## src/rtl/consumer_buffer.sv

```systemverilog
// consumer_buffer: per-channel input FIFOs drained onto one output by a round-robin arbiter
module consumer_buffer #(
  parameter int NUM_CH = 2,
  parameter int DATA_W = 32,
  parameter int DEPTH = 4,
  parameter int CNT_W = 16,
  localparam int CH_W = (NUM_CH > 2) ? $clog2(NUM_CH) : 1
) (
  input  logic                     clk,
  input  logic                     reset,
  input  logic [NUM_CH*DATA_W-1:0] in_data,
  input  logic [NUM_CH-1:0]        in_valid,
  output logic [NUM_CH-1:0]        in_ready,
  output logic                     stall,
  output logic [NUM_CH*DATA_W-1:0] hold_data,
  output logic [DATA_W-1:0]        out_data,
  output logic [CH_W-1:0]          out_ch,
  output logic                     out_valid,
  input  logic                     out_ready,
  output logic [NUM_CH*CNT_W-1:0]  accept_cnt,
  output logic [NUM_CH-1:0]        overflow
);
  localparam int AW = $clog2(DEPTH);
  localparam int CW = AW + 1;
  typedef enum logic {IDLE, OFFER} state_t;
  state_t state;
  logic [CH_W-1:0] grant, last_grant, nxt, base;
  logic found, take, advance;
  logic [NUM_CH-1:0] push, pop, avail, near_full;
  logic [NUM_CH-1:0][CW-1:0] count;
  logic [NUM_CH-1:0][AW-1:0] wr_ptr, rd_ptr;
  logic [DATA_W-1:0] mem [NUM_CH][DEPTH];
  logic [AW-1:0] head_ptr;
  int j;
  assign take = (state == OFFER) && out_ready;
  assign advance = (state == IDLE) || out_ready;
  assign base = (state == OFFER) ? grant : last_grant;
  assign stall = |near_full;
  assign head_ptr = rd_ptr[nxt] + AW'(take && nxt == grant);
  for (genvar g = 0; g < NUM_CH; g++) begin : g_ch
    assign in_ready[g] = count[g] < CW'(DEPTH);
    assign near_full[g] = count[g] >= CW'(DEPTH - 1);
    assign push[g] = in_valid[g] && in_ready[g];
    assign pop[g] = take && grant == CH_W'(g);
    assign avail[g] = pop[g] ? (count[g] > CW'(1)) : (count[g] != '0);
    // occupancy, pointers, last-accepted word, accept counter and sticky overflow
    always_ff @(posedge clk or posedge reset) begin
      if (reset) begin
        count[g] <= '0;
        wr_ptr[g] <= '0;
        rd_ptr[g] <= '0;
        hold_data[g*DATA_W +: DATA_W] <= '0;
        accept_cnt[g*CNT_W +: CNT_W] <= '0;
        overflow[g] <= 1'b0;
      end else begin
        count[g] <= count[g] + CW'(push[g]) - CW'(pop[g]);
        if (push[g]) begin
          wr_ptr[g] <= wr_ptr[g] + 1'b1;
          hold_data[g*DATA_W +: DATA_W] <= in_data[g*DATA_W +: DATA_W];
          accept_cnt[g*CNT_W +: CNT_W] <= accept_cnt[g*CNT_W +: CNT_W] + 1'b1;
        end
        if (pop[g]) rd_ptr[g] <= rd_ptr[g] + 1'b1;
        if (in_valid[g] && !in_ready[g]) overflow[g] <= 1'b1;
      end
    end
    // FIFO storage is left uncleared by reset; the pointers alone define contents
    always_ff @(posedge clk)
      if (push[g]) mem[g][wr_ptr[g]] <= in_data[g*DATA_W +: DATA_W];
  end
  // round-robin scan: nearest non-empty channel after base, using post-pop occupancy
  always_comb begin
    found = 1'b0;
    nxt = '0;
    j = 0;
    for (int k = NUM_CH; k >= 1; k--) begin
      j = (int'(base) + k) % NUM_CH;
      if (avail[j[CH_W-1:0]]) begin
        found = 1'b1;
        nxt = j[CH_W-1:0];
      end
    end
  end
  // arbiter FSM; outputs are registered with the head word of the next grant
  always_ff @(posedge clk or posedge reset) begin
    if (reset) begin
      state <= IDLE;
      grant <= '0;
      last_grant <= CH_W'(NUM_CH - 1);
      out_valid <= 1'b0;
      out_ch <= '0;
      out_data <= '0;
    end else if (advance) begin
      if (state == OFFER) last_grant <= grant;
      state <= found ? OFFER : IDLE;
      if (found) grant <= nxt;
      out_valid <= found;
      out_ch <= found ? nxt : '0;
      out_data <= found ? mem[nxt][head_ptr] : '0;
    end
  end
endmodule
```

## config.mk

```make
export PLATFORM = sky130hd
export DESIGN_NAME = consumer_buffer
export DESIGN_NICKNAME = d
export VERILOG_FILES = /design/src/rtl/consumer_buffer.sv
export SDC_FILE = /design/constraint.sdc
export NUM_CORES = 1
export LEC_CHECK = 0
export ABC_AREA = 1
export CORE_ASPECT_RATIO = 1.25
export CORE_MARGIN = 1.5
export CORE_UTILIZATION = 50
export CTS_BUF_LIST = sky130_fd_sc_hd__clkbuf_4 sky130_fd_sc_hd__clkbuf_8
export CTS_CLUSTER_DIAMETER = 50
export CTS_CLUSTER_SIZE = 24
export DETAILED_ROUTE_END_ITERATION = 12
export GPL_TIMING_DRIVEN = 0
export PLACE_DENSITY = 0.8
export SYNTH_ARGS = -nofsm -noshare
export SYNTH_HDL_FRONTEND = slang
export SYNTH_SLANG_ARGS = --single-unit
```

## constraint.sdc

```tcl
create_clock -name clk -period 5.4 [get_ports clk]
set_input_delay 1.08 -clock clk [delete_from_list [all_inputs] [get_ports clk]]
set_output_delay 1.08 -clock clk [all_outputs]
set_load 0.05 [all_outputs]
```

==> results.sh <==
export IMPL_dr_pass1_iters=5
export IMPL_stdcell_count=2217
export IMPL_drv_cap=0
export IMPL_port_buffers=203
export IMPL_gp_congestion=0.839
export IMPL_timing_critical_path_mode_cell="nand2_1"
export IMPL_hold_class="reg2reg"
export IMPL_multi_input_area_um2=4590
export IMPL_slew_headroom_pct=35.4
export IMPL_ys_seq_area_share_pct=68.7
export IMPL_grtUsageTotal_pct=26.1
export IMPL_hold_violations=0
export IMPL_grt_pass1_wl_mm=68.6
export IMPL_grt_overflow=0
export IMPL_wl_mm=45.1
export IMPL_path_clk_slew_ns=0.11
export IMPL_wl_per_cell_um=20.3
export IMPL_synth_fp_nets=1621
export IMPL_drtAntennaViolNets=0
export IMPL_drt_iter0_markers=1365
export IMPL_r2r_slack_ns=1.25
export IMPL_setup_violations_final=0
export IMPL_min_path_cells=1
export IMPL_insertion_delay_ns=0.64
export IMPL_clk_path_buf_depth=3
export IMPL_area_sequential_um2=11400
export IMPL_cp_start_kind="primary input"
export IMPL_post_dp_hpwl_mm=30.7
export IMPL_crit_path_end_kind="flop"
export IMPL_synth_seq_cells=404
export IMPL_path_class="in2reg"
export IMPL_worstMarginPinSlew_ns=0.969
export IMPL_ys_warn_count=0
export IMPL_vias_per_cell=5.57
export IMPL_postCtsHoldBufs=0
export IMPL_cts_root_buf="clkbuf_8"
export IMPL_path_max_fanout=10
export IMPL_start_util_pct=50.7
export IMPL_die_w_um=166
export IMPL_cts_max_level=1
export IMPL_placed_cell_area_um2=19400
export IMPL_cts_tree="yes"
export IMPL_numPlacedInstances=2160
export IMPL_skew_ns=0.0423
export IMPL_fp_dieH_um=207
export IMPL_r2r_cells=21
export IMPL_cp_arrival_ns=4.96
export IMPL_cts_sinks=404
export IMPL_min_period_over_period_pct=82.3
export IMPL_cts_setup_buffers=0
export IMPL_fillers=2513
export IMPL_rows=74
export IMPL_synth_avg_cell_area_um2=10.8
export IMPL_fin_area_um2=20200
export IMPL_yosys_cell_types_count=28
export IMPL_critPathMaxStageDelay_ns=0.59
export IMPL_period_minus_slack_ns=4.45
export IMPL_drv_slew=0
export IMPL_syn2layout_area_growth_pct=21.6
export IMPL_drive_above_1_share_pct=7.45
export IMPL_fin_util_pct=61.7
export IMPL_syn_cell_area_um2=16600
export IMPL_num_nets_final=1866
export IMPL_cts_resized=0
export IMPL_cts_inserted_buffers=31
export IMPL_boundaryPins=204
export IMPL_crit_slowest_cell="clkbuf_1"
export IMPL_rsz0062_at_grt="false"
export IMPL_drc=0
export IMPL_syn_inst=1530
export IMPL_fmax_ghz=0.225
export IMPL_grt_pass1_vias=12400
export IMPL_core_um2=32700
export IMPL_fin_tns_setup_ns=0
export IMPL_status="finished clean"
export IMPL_dieArea_um2=34300
export IMPL_vias=12300
export IMPL_antenna_found_initial=0
export IMPL_required_ns=5.91
export IMPL_num_antenna_cells=0
export IMPL_cp_cell_sequence="clkdlybuf4s50_1 > nand2_2 > nor2_4 > inv_2 > nand2_1 > nand3_2 > nand2_2 > buf_6 > buf_4 > inv_1 > o21ai_0 > a21oi_1 > ha_1 > clkbuf_1 > clkbuf_1 > nand3_1 > nand2_1 > nand2_1 > nand3_1 > nand2_1"
export IMPL_grt_max_degree=82
==> path summary, 6_finish.rpt <==
path | startpoint | to
worst max register to register | count[2] | out_data[28]
min in group asynchronous | reset | grant
worst min register to register | overflow[0] | overflow[0]
max in group asynchronous | reset | hold_data[13]
worst max-delay path | out_ready | out_data[28]
worst min-delay path | overflow[0] | overflow[0]
==> final cells by class <==
cell class	instances	area share [%]
Timing Repair Buffer	212	11.2
Buffer	82	2.04
Clock buffer	34	2.26
Sequential cell	404	56.5
Tap cell	418	2.59
Multi-Input combinational cell	979	22.7
Inverter	65	1.24
Clock inverter	23	1.37
==> cells by family (layout without fill, tap and decap cells) <==
kind of cell | after synthesis | after routing | synth area share (%)
AO/OA/AOI/OAI | 16 | 16 | 0.596
XOR/XNOR | 35 | 35 | 1.85
adder cells (fa/ha/maj) | 22 | 22 | 1.75
buffers and inverters | 147 | 416 | 3.96
flip-flops | 404 | 404 | 68.7
AND/OR/NAND/NOR | 906 | 906 | 23.1
==> cell usage in the layout (no fill, tap or decap), types with 13 or more instances in the layout <==
| master | instances |
|---|---|
| nand2_1 | 557 |
| buf_2 | 32 |
| clkbuf_8 | 32 |
| inv_1 | 60 |
| dfrtp_1 | 147 |
| nand3_1 | 307 |
| ha_1 | 20 |
| edfxtp_1 | 256 |
| xnor2_1 | 13 |
| nor2_1 | 18 |
| clkdlybuf4s50_1 | 203 |
| clkbuf_1 | 24 |
| buf_4 | 15 |
| xor2_1 | 22 |
==> worst max-delay path: cells and delay by family <==
kind / cells / cell delay [ns]
buf+inv: 7 / 2.11
simple gates: 10 / 1.18
fa+ha+maj: 1 / 0.34
compound gates: 2 / 0.23
==> cells in the mapped netlist <==
cell type | count | area, um2
inv_2 | 4 | 15.0
inv_1 | 61 | 229
nor3_1 | 3 | 15.0
a21oi_1 | 2 | 10.0
ha_1 | 20 | 250
nand4_1 | 7 | 43.8
dfstp_2 | 1 | 26.3
clkbuf_1 | 24 | 90.1
xor2_1 | 22 | 193
nand3_2 | 1 | 10.0
and2_1 | 1 | 6.26
fa_1 | 2 | 40.0
a21o_1 | 2 | 15.0
nand2_1 | 557 | 2090
buf_6 | 1 | 11.3
nor2_1 | 26 | 97.6
nand3_1 | 307 | 1540
nand2_2 | 3 | 18.8
nor2_4 | 1 | 11.3
buf_2 | 32 | 160
o21ai_4 | 1 | 16.3
dfrtp_1 | 147 | 3680
o21ai_0 | 10 | 50.1
buf_1 | 10 | 37.5
o21bai_1 | 1 | 7.51
edfxtp_1 | 256 | 7690
buf_4 | 15 | 113
xnor2_1 | 13 | 114
==> layer usage <==
layer / track usage (%) / wire (um) / share of wire, %
met5: 0 / 0 / 0
met4: 11.5 / 1760 / 3.9
met3: 4.12 / 4380 / 9.7
met2: 45.0 / 22300 / 49
met1: 33.0 / 16700 / 37
==> sequential cells by signal, indices dropped and copies added, names as in the netlist <==
name / flops
out_valid: 1
rd_ptr: 4
wr_ptr: 4
count: 6
hold_data: 64
mem: 256
overflow: 2
out_data: 32
grant: 1
last_grant: 1
accept_cnt: 32
out_ch: 1
==> per-stage QoR <==
step                hold WS [ns]  setup WS [ns]
detailed placement         0.456          0.354
CTS                        0.481           1.03
finish                     0.476          0.954
global placement           0.446          -2.01
global route               0.496          0.765
floorplan                  0.463          0.342
Power is not shown: default switching activity piles up to over one toggle a cycle in this logic, so the estimate is an artifact.
